`config.mk`:
```
export PLATFORM = sky130hd
export DESIGN_NAME = cdb_arbiter
export DESIGN_NICKNAME = d
export VERILOG_FILES = /design/src/rtl/cdb_arbiter.sv
export SDC_FILE = /design/constraint.sdc
export NUM_CORES = 1
export LEC_CHECK = 0
export BUFFER_PORTS_ARGS = -buffer_cell sky130_fd_sc_hd__buf_2
export CAP_MARGIN = 20
export CELL_PAD_IN_SITES_DETAIL_PLACEMENT = 1
export CELL_PAD_IN_SITES_GLOBAL_PLACEMENT = 1
export CORE_AREA = 3 3 95 143
export CTS_CLUSTER_SIZE = 28
export DETAILED_ROUTE_END_ITERATION = 8
export DIE_AREA = 0 0 98 146
export GPL_ROUTABILITY_DRIVEN = 0
export PLACE_DENSITY = 0.7
export SLEW_MARGIN = 20
export SYNTH_ARGS = -nofsm -noshare
export SYNTH_HDL_FRONTEND = slang
export SYNTH_SLANG_ARGS = --single-unit
```
`constraint.sdc`:
```
create_clock -name clk -period 9.3 [get_ports clk]
set_clock_uncertainty 0.1 [all_clocks]
set_input_delay 0.465 -clock clk [delete_from_list [all_inputs] [get_ports clk]]
set_output_delay 0.465 -clock clk [all_outputs]
set_load 0.05 [all_outputs]
```
`src/rtl/cdb_arbiter.sv`:
```
// cdb_arbiter: round-robin arbiter and driver for the common data bus.
// Shares a single broadcast path between N result producers (0 ALU, 1 mul,
// 2 div, 3 load/store). Each cycle, at most one request is accepted. The
// accepted result is registered onto the broadcast outputs.
//
// Ports:
//   clk        single clock, rising-edge
//   RST        synchronous active-high reset
//   require    per-requester result-valid, held until accepted
//   labelIn    requester i label in [i*LABEL_W +: LABEL_W]
//   dataIn     requester i data  in [i*DATA_W  +: DATA_W]
//   requireAC  one-hot combinational accept (zero while RST)
//   BCEN       registered broadcast valid
//   BClabel    registered broadcast label
//   BCdata     registered broadcast data
//   bcCount    broadcasts since reset, wraps modulo 2^16
//   protoErr   sticky flag: a request carrying label 0 was accepted
module cdb_arbiter #(
  parameter int unsigned N       = 4,
  parameter int unsigned LABEL_W = 4,
  parameter int unsigned DATA_W  = 32
) (
  input  logic                 clk,
  input  logic                 RST,
  input  logic [N-1:0]         require,
  input  logic [N*LABEL_W-1:0] labelIn,
  input  logic [N*DATA_W-1:0]  dataIn,
  output logic [N-1:0]         requireAC,
  output logic                 BCEN,
  output logic [LABEL_W-1:0]   BClabel,
  output logic [DATA_W-1:0]    BCdata,
  output logic [15:0]          bcCount,
  output logic                 protoErr
);

  localparam int unsigned PTR_W = (N > 1) ? $clog2(N) : 1;
  localparam logic [PTR_W:0]   N_L  = (PTR_W+1)'(N);
  localparam logic [PTR_W-1:0] LAST = PTR_W'(N - 1);

  logic [PTR_W-1:0]   ptr;
  logic [PTR_W-1:0]   ptr_nxt;
  logic [PTR_W:0]     sum;
  logic [PTR_W-1:0]   win_idx;
  logic [N-1:0]       win_oh;
  logic               win_vld;
  logic [LABEL_W-1:0] win_label;
  logic [DATA_W-1:0]  win_data;

  // Search from ptr upward, wrapping modulo N; the first active request wins.
  always_comb begin
    sum     = '0;
    win_idx = '0;
    win_oh  = '0;
    for (int unsigned k = 0; k < N; k++) begin
      sum = {1'b0, ptr} + (PTR_W+1)'(k);
      if (sum >= N_L) sum = sum - N_L;
      if (win_oh == '0 && require[sum[PTR_W-1:0]]) begin
        win_idx                 = sum[PTR_W-1:0];
        win_oh[sum[PTR_W-1:0]] = 1'b1;
      end
    end
  end

  assign win_vld   = |win_oh;
  assign requireAC = RST ? '0 : win_oh;
  assign ptr_nxt   = (win_idx == LAST) ? '0 : win_idx + 1'b1;

  // One-hot AND-OR mux keeps label/data out of any combinational output path.
  always_comb begin
    win_label = '0;
    win_data  = '0;
    for (int unsigned i = 0; i < N; i++) begin
      if (win_oh[i]) begin
        win_label = win_label | labelIn[i*LABEL_W +: LABEL_W];
        win_data  = win_data  | dataIn[i*DATA_W +: DATA_W];
      end
    end
  end

  always_ff @(posedge clk) begin
    if (RST) begin
      ptr      <= '0;
      BCEN     <= 1'b0;
      BClabel  <= '0;
      BCdata   <= '0;
      bcCount  <= '0;
      protoErr <= 1'b0;
    end else if (win_vld) begin
      ptr     <= ptr_nxt;
      BCEN    <= 1'b1;
      BClabel <= win_label;
      BCdata  <= win_data;
      bcCount <= bcCount + 16'd1;
      if (win_label == '0) protoErr <= 1'b1;
    end else begin
      BCEN <= 1'b0;
    end
  end

endmodule

```
==> results of run 1 <==
## cell families after synthesis
family,share of synthesized area [%]
XOR/XNOR,0.507
buffers and inverters,6.70
adder cells (fa/ha/maj),3.26
AO/OA/AOI/OAI,41.1
multiplexers,3.22
flip-flops,32.4
AND/OR/NAND/NOR,12.7
## report_power, final
part,total (mW),leakage (nW),internal [mW],switching [mW]
Combinational,1.46,1.56,0.472,0.990
Sequential,0.377,0.462,0.320,0.0563
Clock,0.217,0.0798,0.127,0.0901
## path summary, 6_finish.rpt
| check | slack, ns | end |
|---|---|---|
| min reg2reg | 0.37 | bcCount[15] |
| max | 4.42 | BCdata[17] |
| min | 0.35 | BCdata[20] |
| max reg2reg | 4.42 | BCdata[17] |
## layout by cell type (no fill, tap or decap), types with 3 or more instances in the layout
| cell type | count |
|---|---|
| a22oi_1 | 33 |
| nand3b_1 | 4 |
| a21oi_1 | 46 |
| o21ai_0 | 8 |
| o211ai_1 | 3 |
| dfxtp_1 | 56 |
| a222oi_1 | 36 |
| o21ba_2 | 4 |
| o31ai_1 | 6 |
| a31o_2 | 3 |
| inv_1 | 4 |
| buf_4 | 3 |
| nand3_1 | 9 |
| and2_1 | 4 |
| nor2_1 | 13 |
| a22o_1 | 6 |
| or4_1 | 5 |
| clkbuf_16 | 5 |
| a21o_1 | 6 |
| nand2_1 | 13 |
| and3_1 | 5 |
| nor3_1 | 7 |
| ha_1 | 9 |
| buf_2 | 207 |
| a211o_1 | 3 |
| nor2b_1 | 6 |
| mux4_2 | 3 |
| or3_1 | 4 |
## flip-flops by register name, indices dropped and copies added (netlist names), named ones only
signal and cells:
BCEN 1, BCdata 32, BClabel 4, bcCount 16, protoErr 1, ptr 1
## stage by stage
step / hold WS [ns] / cells / util, %
2_1_floorplan: 0.537 / 378 / -
3_3_place_gp: 0.361 / 706 / 36.1
3_5_place_dp: 0.373 / 706 / 36.1
4_1_cts: 0.335 / 714 / 37.4
5_1_grt: 0.356 / 715 / 37.5
6_report: 0.345 / 715 / 37.5
## layer usage
layer | vias to the layer above | wire, um | global-route usage, %
li1 | 1906 | - | -
met2 | 193 | 7640 | 35.6
met3 | 28 | 1030 | 3.69
met5 | - | 0 | 0
met4 | 0 | 434 | 7.62
met1 | 1982 | 5300 | 20.8
## final cells by class
type | count | share of cell area [%]
inverters | 4 | 0.322
well taps | 156 | 4.19
repair buffers | 210 | 22.7
clock buffers | 5 | 2.68
diodes | 1 | 0.0537
clock inverters | 3 | 0.912
flip-flops and latches | 56 | 24.0
multi-input cells | 280 | 45.1
## worst max-delay path: stages (launching register included)
cell,delay [ns]
dfxtp_1,0.69
inv_1,0.25
ha_1,0.38
or4_4,0.58
a211o_1,0.31
a22oi_4,0.34
a221oi_2,0.14
a31o_2,0.53
nor3_4,0.65
buf_4,0.49
a22oi_1,0.12
a21oi_1,0.18
==> flow_metrics.py, run 1 <==
metrics = {
    "run_status": {
        "status": "finished clean",
    },
    "clocking": {
        "cts.sinks": 56,
        "insertion_delay_ns": 0.30,
        "cts_hold_buf": 0,
        "cts.path.max_buffers": 2,
        "numCtsBuffers": 5,
        "root_buffer": "clkbuf_16",
        "htreeDepth": 2,
        "clk_pin_slew_ns": 0.07,
        "cts_tree": "built",
        "post_cts_resized": 0,
        "cts_setup_buffers": 0,
    },
    "setup_path": {
        "path_max_fanout": 39,
        "cp-end-kind": "flop",
        "worst-setup-path-type": "flop to flop",
        "r2r-start": "ptr[1]",
        "crit_path_start_kind": "flop",
        "ff2ff_path_depth": 11,
        "critPathArrivalTime_ns": 5.00,
        "required_ns": 9.42,
        "crit_start": "ptr[1]",
    },
    "die": {
        "die_x_um": 98,
        "ios": 208,
        "initial_core_util_pct": 27.8,
        "rows": 50,
        "coreArea_um2": 12400,
        "die_area_um2": 14300,
        "die_h_um": 146,
    },
    "logic_synthesis": {
        "yosysMostFrequentCell": "dfxtp_1",
        "synth_edf_count": 0,
        "yosysTopAreaCell": "dfxtp_1",
        "synth.top_cells.by_area": "dfxtp_1, a222oi_1, a22oi_1",
        "ys_seq_area_share_pct": 32.4,
        "yosys_warnings": 0,
        "synth.distinct_cells": 64,
        "ys.flop_type": "dfxtp_1",
        "synth_area_um2": 3460,
        "avgSynthCellArea_um2": 9.14,
        "async_flop_share_pct": 0,
        "syn_nets": 537,
        "ys_seq_elements": 56,
        "syn_inst": 378,
        "synth_top_area_share_pct": 32.4,
        "synth_commonest_cells": "dfxtp_1, a21oi_1, a222oi_1",
    },
    "place": {
        "hpwlAfterDp_mm": 11.2,
        "portBuffers": 207,
        "dp_slack_ns": 4.45,
        "dpl_cell_area_um2": 4490,
    },
    "sta": {
        "setup_viol": 0,
        "fin_crit_ns": 4.88,
        "fmax_mhz": 205,
        "setup_tns_ns": 0,
        "max_slew_margin_pct": 43.8,
        "finalHoldViolations": 0,
        "rsz0062_at_grt": "no",
        "post-route-period-util_pct": 52.5,
        "fin_ws_ns": 4.42,
        "worstMarginPinSlew_ns": 0.843,
        "final-max-slew-violation-count": 0,
    },
    "routing": {
        "wire_per_inst_um": 20.1,
        "firstDrtPassIters": 8,
        "postRouteAntennaNets": 0,
        "wl_mm": 14.4,
        "via_per_inst": 5.75,
        "drc": 0,
        "drtIter0Drc": 271,
        "num_vias": 4109,
    },
    "pwr": {
        "power.density_nw_per_um2": 441,
        "peakVddDrop_v": 0.000183,
        "power.total_mw": 2.06,
        "leakage_nw": 2.10,
    },
    "worst_hold_path": {
        "hold_depth": 3,
        "hold_class": "input port to flop",
        "holdCritStartpoint": "dataIn[20]",
    },
    "cells_and_area": {
        "drive_gt1_share_pct": 43.5,
        "layout.nets": 716,
        "seqCellArea_um2": 1120,
        "fillers": 1510,
        "multi_input_area_um2": 2100,
        "final_area_um2": 4660,
        "area_growth_pct": 34.9,
    },
    "grt": {
        "grt_pass1_wl_mm": 22.4,
        "grt_pass1_vias": 4305,
        "grt_max_degree": 65,
        "antenna_found_initial": 1,
        "grt_use_total_pct": 19.1,
        "grt_overflow": 0,
    },
    "flow_run": {
        "cap_violations": 0,
    },
}
Note: power is estimated with default switching activity, not from simulation.
==> run 2: changes to the inputs <==
- PLACE_DENSITY: 0.7 -> 0.73
- clock period: 9.3 -> 4.1 ns (I/O delays scaled with it)
==> flow_metrics.py, run 2 (same netlist as run 1, synthesis figures left out) <==
metrics = {
    "run_status": {
        "status": "finished clean",
    },
    "sta": {
        "worstMarginPinSlew_ns": 0.793,
        "fin_crit_ns": 3.87,
        "setup_tns_ns": 0,
        "final-max-slew-violation-count": 0,
        "max_slew_margin_pct": 47.1,
        "setup_viol": 0,
        "rsz0062_at_grt": "no",
        "post-route-period-util_pct": 94.3,
        "fin_ws_ns": 0.233,
        "fmax_mhz": 259,
        "finalHoldViolations": 0,
    },
    "cells_and_area": {
        "final_core_util_pct": 38.3,
        "largest_reg_flops": 32,
        "multi_input_area_um2": 2120,
        "drive_gt1_share_pct": 45.3,
        "top_register": "BCdata",
        "diodes": 0,
        "layout_common_cells": "buf_2, dfxtp_1, a21oi_1, a222oi_1, a22oi_1",
        "fillers": 1515,
        "largestRegisters": "BCdata: 32 flops, bcCount: 16 flops, BClabel: 4 flops",
        "area_growth_pct": 37.9,
        "layout.nets": 727,
        "seqCellArea_um2": 1120,
        "mostFrequentLayoutCell": "buf_2",
    },
    "routing": {
        "firstDrtPassIters": 7,
        "wire_per_inst_um": 19.3,
        "postRouteAntennaNets": 0,
        "via_per_inst": 5.60,
        "drc": 0,
        "drtIter0Drc": 225,
        "num_vias": 4063,
        "wl_mm": 14.0,
    },
    "pwr": {
        "power.total_mw": 4.79,
        "p_sw_mw": 2.60,
        "clock_power_share_pct": 9.2,
        "peakVddDrop_v": 0.000404,
        "comb_power_share_pct": 73.3,
        "leakage_nw": 2.16,
        "swShare_pct": 54.3,
        "internal-power_mw": 2.19,
        "seq_power_share_pct": 17.4,
        "power.density_nw_per_um2": 1000,
    },
    "setup_path": {
        "critPathArrivalTime_ns": 3.56,
        "path_max_fanout": 25,
        "required_ns": 3.80,
        "worst-setup-path-type": "flop to output port",
        "crit_path_start_kind": "flop",
        "cp-end-kind": "output port",
        "rrSetupSlack_ns": 0.27,
    },
    "die": {
        "die_area_um2": 14300,
        "die_h_um": 146,
        "coreArea_um2": 12400,
        "initial_core_util_pct": 27.8,
        "die_x_um": 98,
        "rows": 50,
        "ios": 208,
    },
    "grt": {
        "grt_max_degree": 42,
        "grt_pass1_wl_mm": 21.5,
        "antenna_found_initial": 0,
        "grt_overflow": 0,
        "grt_use_total_pct": 18.2,
        "grt_pass1_vias": 4255,
    },
    "clocking": {
        "cts.path.max_buffers": 2,
        "clk_pin_slew_ns": 0.08,
        "htreeDepth": 2,
        "cts_hold_buf": 0,
        "cts.sinks": 56,
        "root_buffer": "clkbuf_16",
        "numCtsBuffers": 5,
        "insertion_delay_ns": 0.30,
        "cts_tree": "built",
    },
    "flow_run": {
        "cap_violations": 0,
    },
    "place": {
        "hpwlAfterDp_mm": 11.2,
        "dp_slack_ns": 0.110,
        "portBuffers": 207,
    },
    "worst_hold_path": {
        "hold_class": "input port to flop",
    },
}
-- run 2: power by group through the flow --
stage	sequential, mW	clock (mW)	combinational, mW
3_5_place_dp	0.845	0	3.47
3_3_place_gp	0.835	0	3.39
4_1_cts	0.837	0.458	3.49
5_1_grt	0.858	0.476	3.77
2_1_floorplan	1.37	0	2.19
6_report	0.835	0.441	3.51
-- run 2: path summary, 6_finish.rpt --
path                   start            to  cells after the start
setup / recovery      ptr[1]  requireAC[2]                     10
hold / removal    dataIn[29]    BCdata[29]                      3
setup reg to reg      ptr[1]      protoErr                     11
hold reg to reg   BClabel[3]    BClabel[3]                      2
-- run 2: cell type report --
type / count / share of cell area [%]
well taps: 156 / 4.10
clock inverters: 3 / 0.499
repair buffers: 221 / 24.4
multi-input cells: 280 / 44.5
flip-flops and latches: 56 / 23.5
clock buffers: 5 / 2.63
inverters: 4 / 0.315
-- run 2: routing by layer --
layer	GRT usage (%)	wire, um
met1	19.8	5290
met2	35.3	7640
met3	3.07	846
met4	4.99	224
met5	0	0
-- run 2: metrics by stage --
stage / hold slack, ns / area [um2] / std cells
6_report: 0.0858 / 4770 / 725
5_1_grt: 0.0969 / 4770 / 725
4_1_cts: 0.0814 / 4750 / 724
3_5_place_dp: 0.379 / 4590 / 716
3_3_place_gp: 0.370 / 4590 / 716
2_1_floorplan: 0.277 / 3460 / 378
-- run 2: what timing repair did --
action | 4_1_cts | 5_1_grt
setup endpoints to repair | 2 | 48
setup buffers | 0 | 1
gates resized for setup | 2 | 4
-- run 2: worst max-delay path, cell delays in order (launching register included) --
cell      delay [ns]
dfxtp_2         0.43
inv_1           0.15
ha_1            0.32
or4_4           0.57
a211o_1         0.30
a22oi_4         0.34
a21o_2          0.26
a41o_1          0.25
buf_8           0.23
nor2b_1         0.16
clkbuf_4        0.25
